--- config.mk ---
export PLATFORM = sky130hd
export DESIGN_NAME = lfu_comparador
export DESIGN_NICKNAME = d
export VERILOG_FILES = /design/src/rtl/lfu_comparador.sv
export SDC_FILE = /design/constraint.sdc
export NUM_CORES = 1
export LEC_CHECK = 0
export ABC_CLOCK_PERIOD_IN_PS = 800
export CAP_MARGIN = 10
export CORE_UTILIZATION = 37
export CTS_CLUSTER_DIAMETER = 60
export DETAILED_ROUTE_END_ITERATION = 6
export HOLD_SLACK_MARGIN = 0.15
export PLACE_DENSITY = 0.72
export SLEW_MARGIN = 20
export SYNTH_ARGS = -nofsm -noshare
export SYNTH_HDL_FRONTEND = slang
export SYNTH_SLANG_ARGS = --single-unit
--- constraint.sdc ---
create_clock -name clk -period 0.8 [get_ports clk]
set_input_delay 0.16 -clock clk [delete_from_list [all_inputs] [get_ports clk]]
set_output_delay 0.16 -clock clk [all_outputs]
set_load 0.005 [all_outputs]
--- src/rtl/lfu_comparador.sv ---
// ---------------------------------------------------------------------------
// lfu_comparador
//
// Picks the least frequently used way of a 4-way cache set as the victim.
// The four usage counts are compared as unsigned values in a small pairwise
// tournament: way0 vs way1, way2 vs way3, then the two winners. The result
// is registered, so cache_sel reflects the counts sampled at the previous
// rising edge of clk.
//
// Ports:
//   clk        - sole clock, rising-edge active
//   rst_n      - asynchronous active-low reset; forces cache_sel to way 0
//   count0..3  - WIDTH-bit unsigned usage counts for ways 0..3
//   cache_sel  - one-hot victim select, bit i selects way i
// ---------------------------------------------------------------------------
module lfu_comparador #(
    parameter int WIDTH = 4
) (
    input  logic             clk,
    input  logic             rst_n,
    input  logic [WIDTH-1:0] count0,
    input  logic [WIDTH-1:0] count1,
    input  logic [WIDTH-1:0] count2,
    input  logic [WIDTH-1:0] count3,
    output logic [3:0]       cache_sel
);

    logic [WIDTH-1:0] w_min01;
    logic [WIDTH-1:0] w_min23;
    logic             w_pick1;
    logic             w_pick3;
    logic             w_pickRight;
    logic [3:0]       w_nextSel;
    logic [3:0]       r_cacheSel;

    // Tournament. In every match the right-hand side wins only when it is
    // strictly smaller, which is what gives lower-indexed ways priority on
    // ties. The one-hot select is built from the match results, so it can
    // never be zero or multi-hot.
    always_comb begin
        w_pick1     = 1'b0;
        w_pick3     = 1'b0;
        w_pickRight = 1'b0;
        w_min01     = count0;
        w_min23     = count2;
        w_nextSel   = 4'b0001;

        w_pick1 = (count1 < count0);
        w_pick3 = (count3 < count2);
        w_min01 = w_pick1 ? count1 : count0;
        w_min23 = w_pick3 ? count3 : count2;
        w_pickRight = (w_min23 < w_min01);

        case ({w_pickRight, w_pickRight ? w_pick3 : w_pick1})
            2'b00:   w_nextSel = 4'b0001;
            2'b01:   w_nextSel = 4'b0010;
            2'b10:   w_nextSel = 4'b0100;
            default: w_nextSel = 4'b1000;
        endcase
    end

    // Output register; reset parks the select on way 0 immediately.
    always_ff @(posedge clk or negedge rst_n) begin
        if (!rst_n) begin
            r_cacheSel <= 4'b0001;
        end else begin
            r_cacheSel <= w_nextSel;
        end
    end

    assign cache_sel = r_cacheSel;

endmodule

==> impl_metrics.env, run 1 <==
export IMPL_slew_headroom_pct=75.6
export IMPL_fin_ws_ns=-1.31
export IMPL_register_area_um2=101
export IMPL_initial_utilization_pct=40.2
export IMPL_worstSetupStartpointType="input port"
export IMPL_multi_input_area_um2=571
export IMPL_place_gp_congestion=0.831
export IMPL_clkTransAtPathRegs_ns=0.04
export IMPL_min_period_over_period_pct=263
export IMPL_vias_per_cell=5.49
export IMPL_htreeDepth=1
export IMPL_clockBufferDepth=2
export IMPL_cpMostUsedCell="o21a_1"
export IMPL_vias=686
export IMPL_fmax_mhz=475
export IMPL_crit_path_top_delay_cell="ha_2"
export IMPL_synth_cell_types=23
export IMPL_nets=140
export IMPL_wl_um=2150
export IMPL_n_antenna_cell=0
export IMPL_largest_reg_flops=4
export IMPL_numClockSinks=4
export IMPL_grt_pass1_vias=688
export IMPL_die_width_um=39.6
export IMPL_critPathKind="input port to flop"
export IMPL_final_cells=125
export IMPL_setup_worst_path_end_class="flop"
export IMPL_irDropWorstVdd_uv=549
export IMPL_fp_dieH_um=39.6
export IMPL_synth_fa_ha_area_share_pct=26.3
export IMPL_fp_coreArea_mm2=0.00130
export IMPL_required_ns=0.90
export IMPL_cpPeakStageDelay_ns=0.32
export IMPL_io_pins=22
export IMPL_maxSlewViolCount=0
export IMPL_critPathBufInv=2
export IMPL_postRouteAntennaNets=0
export IMPL_final_util_pct=85.3
export IMPL_violations="negative setup slack"
export IMPL_synth_xor_xnor_area_share_pct=0
export IMPL_crit_fanout=3
export IMPL_yosys_warnings=0
export IMPL_ys_ff_latch=4
export IMPL_status="finished with violations"
export IMPL_antenna_found_initial=0
export IMPL_hpwl_um=1150
export IMPL_report_final_setup_viol=8
export IMPL_fillers=68
export IMPL_tritoncts="yes"
export IMPL_grt_util_all_layers_pct=29.0
export IMPL_p_leak_nw=0.538
export IMPL_period_minus_slack_ns=2.11
export IMPL_synth_top_family_by_area="compound AO/OA/AOI/OAI gates"
export IMPL_syn2layout_area_growth_pct=112
export IMPL_rsz0062_at_grt="true"
export IMPL_hold_class="input port to async pin"
export IMPL_synth_compound_area_share_pct=34.4
export IMPL_final_hold_violation_count=0
export IMPL_gr_total_overflow=0
export IMPL_cap_violations=0
export IMPL_fp_row_count=13
export IMPL_syn_avg_cell_area_um2=8.86
export IMPL_mappedNetlistArea_um2=523
export IMPL_synthCells=59
export IMPL_first_pass_iters=4
export IMPL_drcViolationCount=0
export IMPL_syn_num_nets=88
export IMPL_arrival_ns=2.21
export IMPL_grt_first_pass_wirelength_um=2980
export IMPL_seq_area_frac_synth_pct=19.4
export IMPL_worst_slew_pin_slew_ns=0.366
export IMPL_yosys_area_share_simple_pct=10.3
export IMPL_wl_per_cell_um=17.2
export IMPL_synthMuxAreaShare_pct=3.83
export IMPL_grt_max_degree=6
export IMPL_first_iter_violations=8
export IMPL_path_cells="dlygate4sd2_1 > inv_2 > ha_4 > a211oi_4 > o21a_1 > mux2i_1 > ha_2 > o21a_1 > o21a_2 > nor2_4 > a311oi_1"
export IMPL_critPathTopFamily="compound AO/OA/AOI/OAI gates"
export IMPL_die_area_mm2=0.00157
export IMPL_cts_root_buf="clkbuf_4"
export IMPL_place_inst=116
export IMPL_cts_buffers=3
export IMPL_portBuffers=21
export IMPL_power_density_mw_per_mm2=1240
export IMPL_fin_setup_tns_ns=-5.56
export IMPL_drive_above_1_share_pct=64.5
## cell usage after synthesis (all sizes together)
library cell	count	share of area [%]
nor2	3	2.2
nand2b	2	2.4
a211oi	2	2.9
o21ai	6	5.7
dfrtp	3	14
a21o	2	2.9
o2bb2ai	1	1.7
a21oi	1	0.96
or3	1	1.2
o21a	3	4.3
and3	1	1.2
nor4	1	1.2
mux2i	2	3.8
nand2	3	2.2
ha	11	26
a211o	3	5.3
a221oi	2	5.7
o32ai	1	1.7
a311oi	2	3.3
dfstp	1	5.0
inv	8	5.7
## kinds of logic (layout without fill, tap and decap cells)
kind of cell,Yosys count,after routing
AOI/OAI and AO/OA,23,23
adders and majority gates,11,11
buffers and inverters,8,59
DFF,4,4
muxes,2,2
and+or+nand+nor,11,11
## where the power goes
group,switching (W),internal [W],leakage (nW)
combinational,0.000382,0.000454,0.475
clock,0.000100,0.000188,0.0150
sequential,0.00000846,0.000246,0.0484
total,0.000490,0.000888,0.538
## what timing repair did
item                                   CTS  global route
setup endpoints to repair                8             8
setup buffers                            4             1
pin swaps                               22             7
cloned                                   0             0
gates resized for setup                 79             5
endpoints found under the hold margin    3             3
## routing by layer
| layer | global-route usage, % | wire (um) | vias to the layer above | share of wire (%) |
|---|---|---|---|---|
| li1 | - | - | 327 | - |
| met1 | 33.2 | 868 | 327 | 40 |
| met2 | 55.7 | 1120 | 26 | 52 |
| met3 | 3.98 | 123 | 6 | 5.7 |
| met4 | 5.17 | 33 | 0 | 1.5 |
| met5 | 0 | 0 | - | 0 |
## metrics by stage
stage / total power (W) / hold slack [ns] / worst slack (ns) / area (um2)
CTS: 0.00127 / 0.124 / -1.16 / 1080
global route: 0.00147 / 0.116 / -1.39 / 1110
floorplan: 0.000581 / -0.136 / -1.30 / 579
global placement: 0.000910 / 0.371 / -1.88 / 966
detailed placement: 0.000920 / 0.374 / -1.93 / 966
finish: 0.00138 / 0.129 / -1.31 / 1110
## layout make-up
type | instances | area share, %
Tap cell | 15 | 1.69
Inverter | 8 | 3.38
Multi-Input combinational cell | 47 | 51.4
Sequential cell | 4 | 9.13
Timing Repair Buffer | 47 | 32.0
Clock buffer | 4 | 2.37
## final timing paths
path	from	endpoint	slack, ns	cells past startpoint
setup / recovery	count0[2]	cache_sel[1]$_DFF_PN0_	-1.31	11
hold / removal	rst_n	cache_sel[2]$_DFF_PN0_	0.13	1
min in group clk	count1[0]	cache_sel[1]$_DFF_PN0_	0.41	3
max in group asynchronous	rst_n	cache_sel[0]$_DFF_PN1_	0.43	1
## cells in the final DEF, fill, tap and decap left out, types with 3 or more instances in the layout
cell / n
clkbuf_4: 3
buf_2: 10
dfrtp_1: 3
dlygate4sd2_1: 7
buf_4: 26
ha_1: 3
nand2_1: 3
ha_4: 7
inv_2: 5
(Power assumes the default switching activity.)
==> run 2, diff against run 1 <==
--- a/config.mk
+++ b/config.mk
@@ -5,12 +5,12 @@
 export SDC_FILE = /design/constraint.sdc
 export NUM_CORES = 1
 export LEC_CHECK = 0
-export ABC_CLOCK_PERIOD_IN_PS = 800
+export ABC_CLOCK_PERIOD_IN_PS = 1850
 export CAP_MARGIN = 10
 export CORE_UTILIZATION = 37
 export CTS_CLUSTER_DIAMETER = 60
 export DETAILED_ROUTE_END_ITERATION = 6
-export HOLD_SLACK_MARGIN = 0.15
+export GPL_TIMING_DRIVEN = 0
 export PLACE_DENSITY = 0.72
 export SLEW_MARGIN = 20
 export SYNTH_ARGS = -nofsm -noshare
==> constraint.sdc (replaced) <==
create_clock -name clk -period 1.85 [get_ports clk]
set_input_delay 0.37 -clock clk [delete_from_list [all_inputs] [get_ports clk]]
set_output_delay 0.37 -clock clk [all_outputs]
set_load 0.005 [all_outputs]
==> impl_metrics.env, run 2 (synthesis results as in run 1) <==
export IMPL_status="finished with violations"
export IMPL_violations="negative setup slack"
export IMPL_postRouteAntennaNets=0
export IMPL_whs_ns=0.325
export IMPL_min_period_over_period_pct=120
export IMPL_cts_root_buf="clkbuf_4"
export IMPL_first_pass_iters=4
export IMPL_numClockSinks=4
export IMPL_critPathBufInv=2
export IMPL_crit_cells=12
export IMPL_fp_coreArea_mm2=0.00130
export IMPL_p_clk_share_pct=22.2
export IMPL_critPathTopFamily="compound AO/OA/AOI/OAI gates"
export IMPL_rsz0062_at_grt="true"
export IMPL_maxSlewViolCount=0
export IMPL_fin_ws_ns=-0.374
export IMPL_fp_row_count=13
export IMPL_power_density_mw_per_mm2=559
export IMPL_cts_hold_fix_buffers=0
export IMPL_first_iter_violations=8
export IMPL_switchingPower_w=0.000185
export IMPL_pwr_share_comb_pct=57.9
export IMPL_drcViolationCount=0
export IMPL_place_gp_congestion=0.719
export IMPL_vias=568
export IMPL_cpPeakStageDelay_ns=0.40
export IMPL_critPathKind="input port to flop"
export IMPL_crit_fanout=5
export IMPL_clkTransAtPathRegs_ns=0.04
export IMPL_drive_above_1_share_pct=56.5
export IMPL_placed_cell_area_um2=808
export IMPL_layout_commonest_cell="buf_4"
export IMPL_fmax_mhz=450
export IMPL_power_total_w=0.000554
export IMPL_grt_first_pass_wirelength_um=2270
export IMPL_cap_violations=0
export IMPL_setup_worst_path_end_class="flop"
export IMPL_p_seq_share_pct=19.9
export IMPL_final_cell_mix="8 x buf_4, 7 x ha_4, 5 x inv_2, 5 x buf_2, 5 x clkdlybuf4s50_1"
export IMPL_die_area_mm2=0.00157
export IMPL_largest_reg_flops=4
export IMPL_clockBufferDepth=2
export IMPL_antenna_found_initial=0
export IMPL_io_pins=22
export IMPL_grt_util_all_layers_pct=22.1
export IMPL_arrival_ns=2.32
export IMPL_tritoncts="yes"
export IMPL_report_final_setup_viol=4
export IMPL_syn2layout_area_growth_pct=89.5
export IMPL_p_int_w=0.000369
export IMPL_hold_class="input port to async pin"
export IMPL_fp_dieH_um=39.6
export IMPL_portBuffers=21
export IMPL_hpwl_um=948
export IMPL_switching_share_pct=33.4
export IMPL_die_width_um=39.6
export IMPL_final_util_pct=76.2
export IMPL_grt_max_degree=6
export IMPL_vias_per_cell=5.31
export IMPL_htreeDepth=1
export IMPL_wl_per_cell_um=13.5
export IMPL_wl_um=1440
export IMPL_final_area_um2=991
export IMPL_fin_setup_tns_ns=-1.42
export IMPL_final_hold_violation_count=0
export IMPL_cts_buffers=3
export IMPL_path_cells="buf_8 > inv_8 > ha_4 > a21o_1 > a221oi_4 > nand2_1 > o21ai_2 > ha_4 > o21a_1 > o21a_2 > nor2_4 > a311oi_1"
export IMPL_worstSetupStartpointType="input port"
export IMPL_irDropWorstVdd_uv=205
export IMPL_gr_total_overflow=0
export IMPL_n_antenna_cell=0
export IMPL_required_ns=1.95
export IMPL_crit_path_top_delay_cell="a221oi_4"
export IMPL_grt_pass1_vias=535
export IMPL_p_leak_nw=0.437
export IMPL_cpMostUsedCell="ha_4"
export IMPL_initial_utilization_pct=40.2
export IMPL_period_minus_slack_ns=2.22
export IMPL_worst_slew_pin_slew_ns=0.335
export IMPL_slew_headroom_pct=77.7
export IMPL_nets=122
## run 2: worst paths after layout
path | startpoint | slack, ns | end
max | count2[2] | -0.37 | cache_sel[1]$_DFF_PN0_
min in group clk | count1[0] | 0.38 | cache_sel[1]$_DFF_PN0_
min | rst_n | 0.32 | cache_sel[2]$_DFF_PN0_
max in group asynchronous | rst_n | 1.28 | cache_sel[0]$_DFF_PN1_
## run 2: timing repair
item | in CTS | in global routing
setup endpoints to repair | 4 | 4
pin swaps | 24 | 18
gates cloned | 0 | 0
buffers inserted | 8 | 0
resized for setup | 59 | 15
## run 2: metrics by stage
stage,instances,setup WS (ns)
6_report,107,-0.374
2_1_floorplan,59,-0.457
3_5_place_dp,95,-1.22
5_1_grt,107,-0.447
4_1_cts,107,-0.379
3_3_place_gp,95,-1.21
## run 2: routing by layer
layer  track usage, %  part of all wire, %  vias to the layer above
met5                0                    0                        -
met4             10.3                  1.3                        0
met3             1.70                  4.0                        2
met2             41.0                   52                       16
met1             24.7                   42                      259
li1                 -                    -                      291
## run 2: layout make-up
class,instances,area (um2)
well taps,15,18.8
clock buffers,4,26.3
fillers,101,310
flip-flops and latches,4,101
multi-input cells,47,576
inverters,8,37.5
repair buffers,29,231
## run 2: power groups by stage
stage	registers, W	clock network [W]	logic (W)
3_3_place_gp	0.000111	0	0.000238
6_report	0.000110	0.000123	0.000321
4_1_cts	0.000110	0.000124	0.000296
3_5_place_dp	0.000111	0	0.000240
5_1_grt	0.000112	0.000133	0.000350
2_1_floorplan	0.000114	0	0.000137
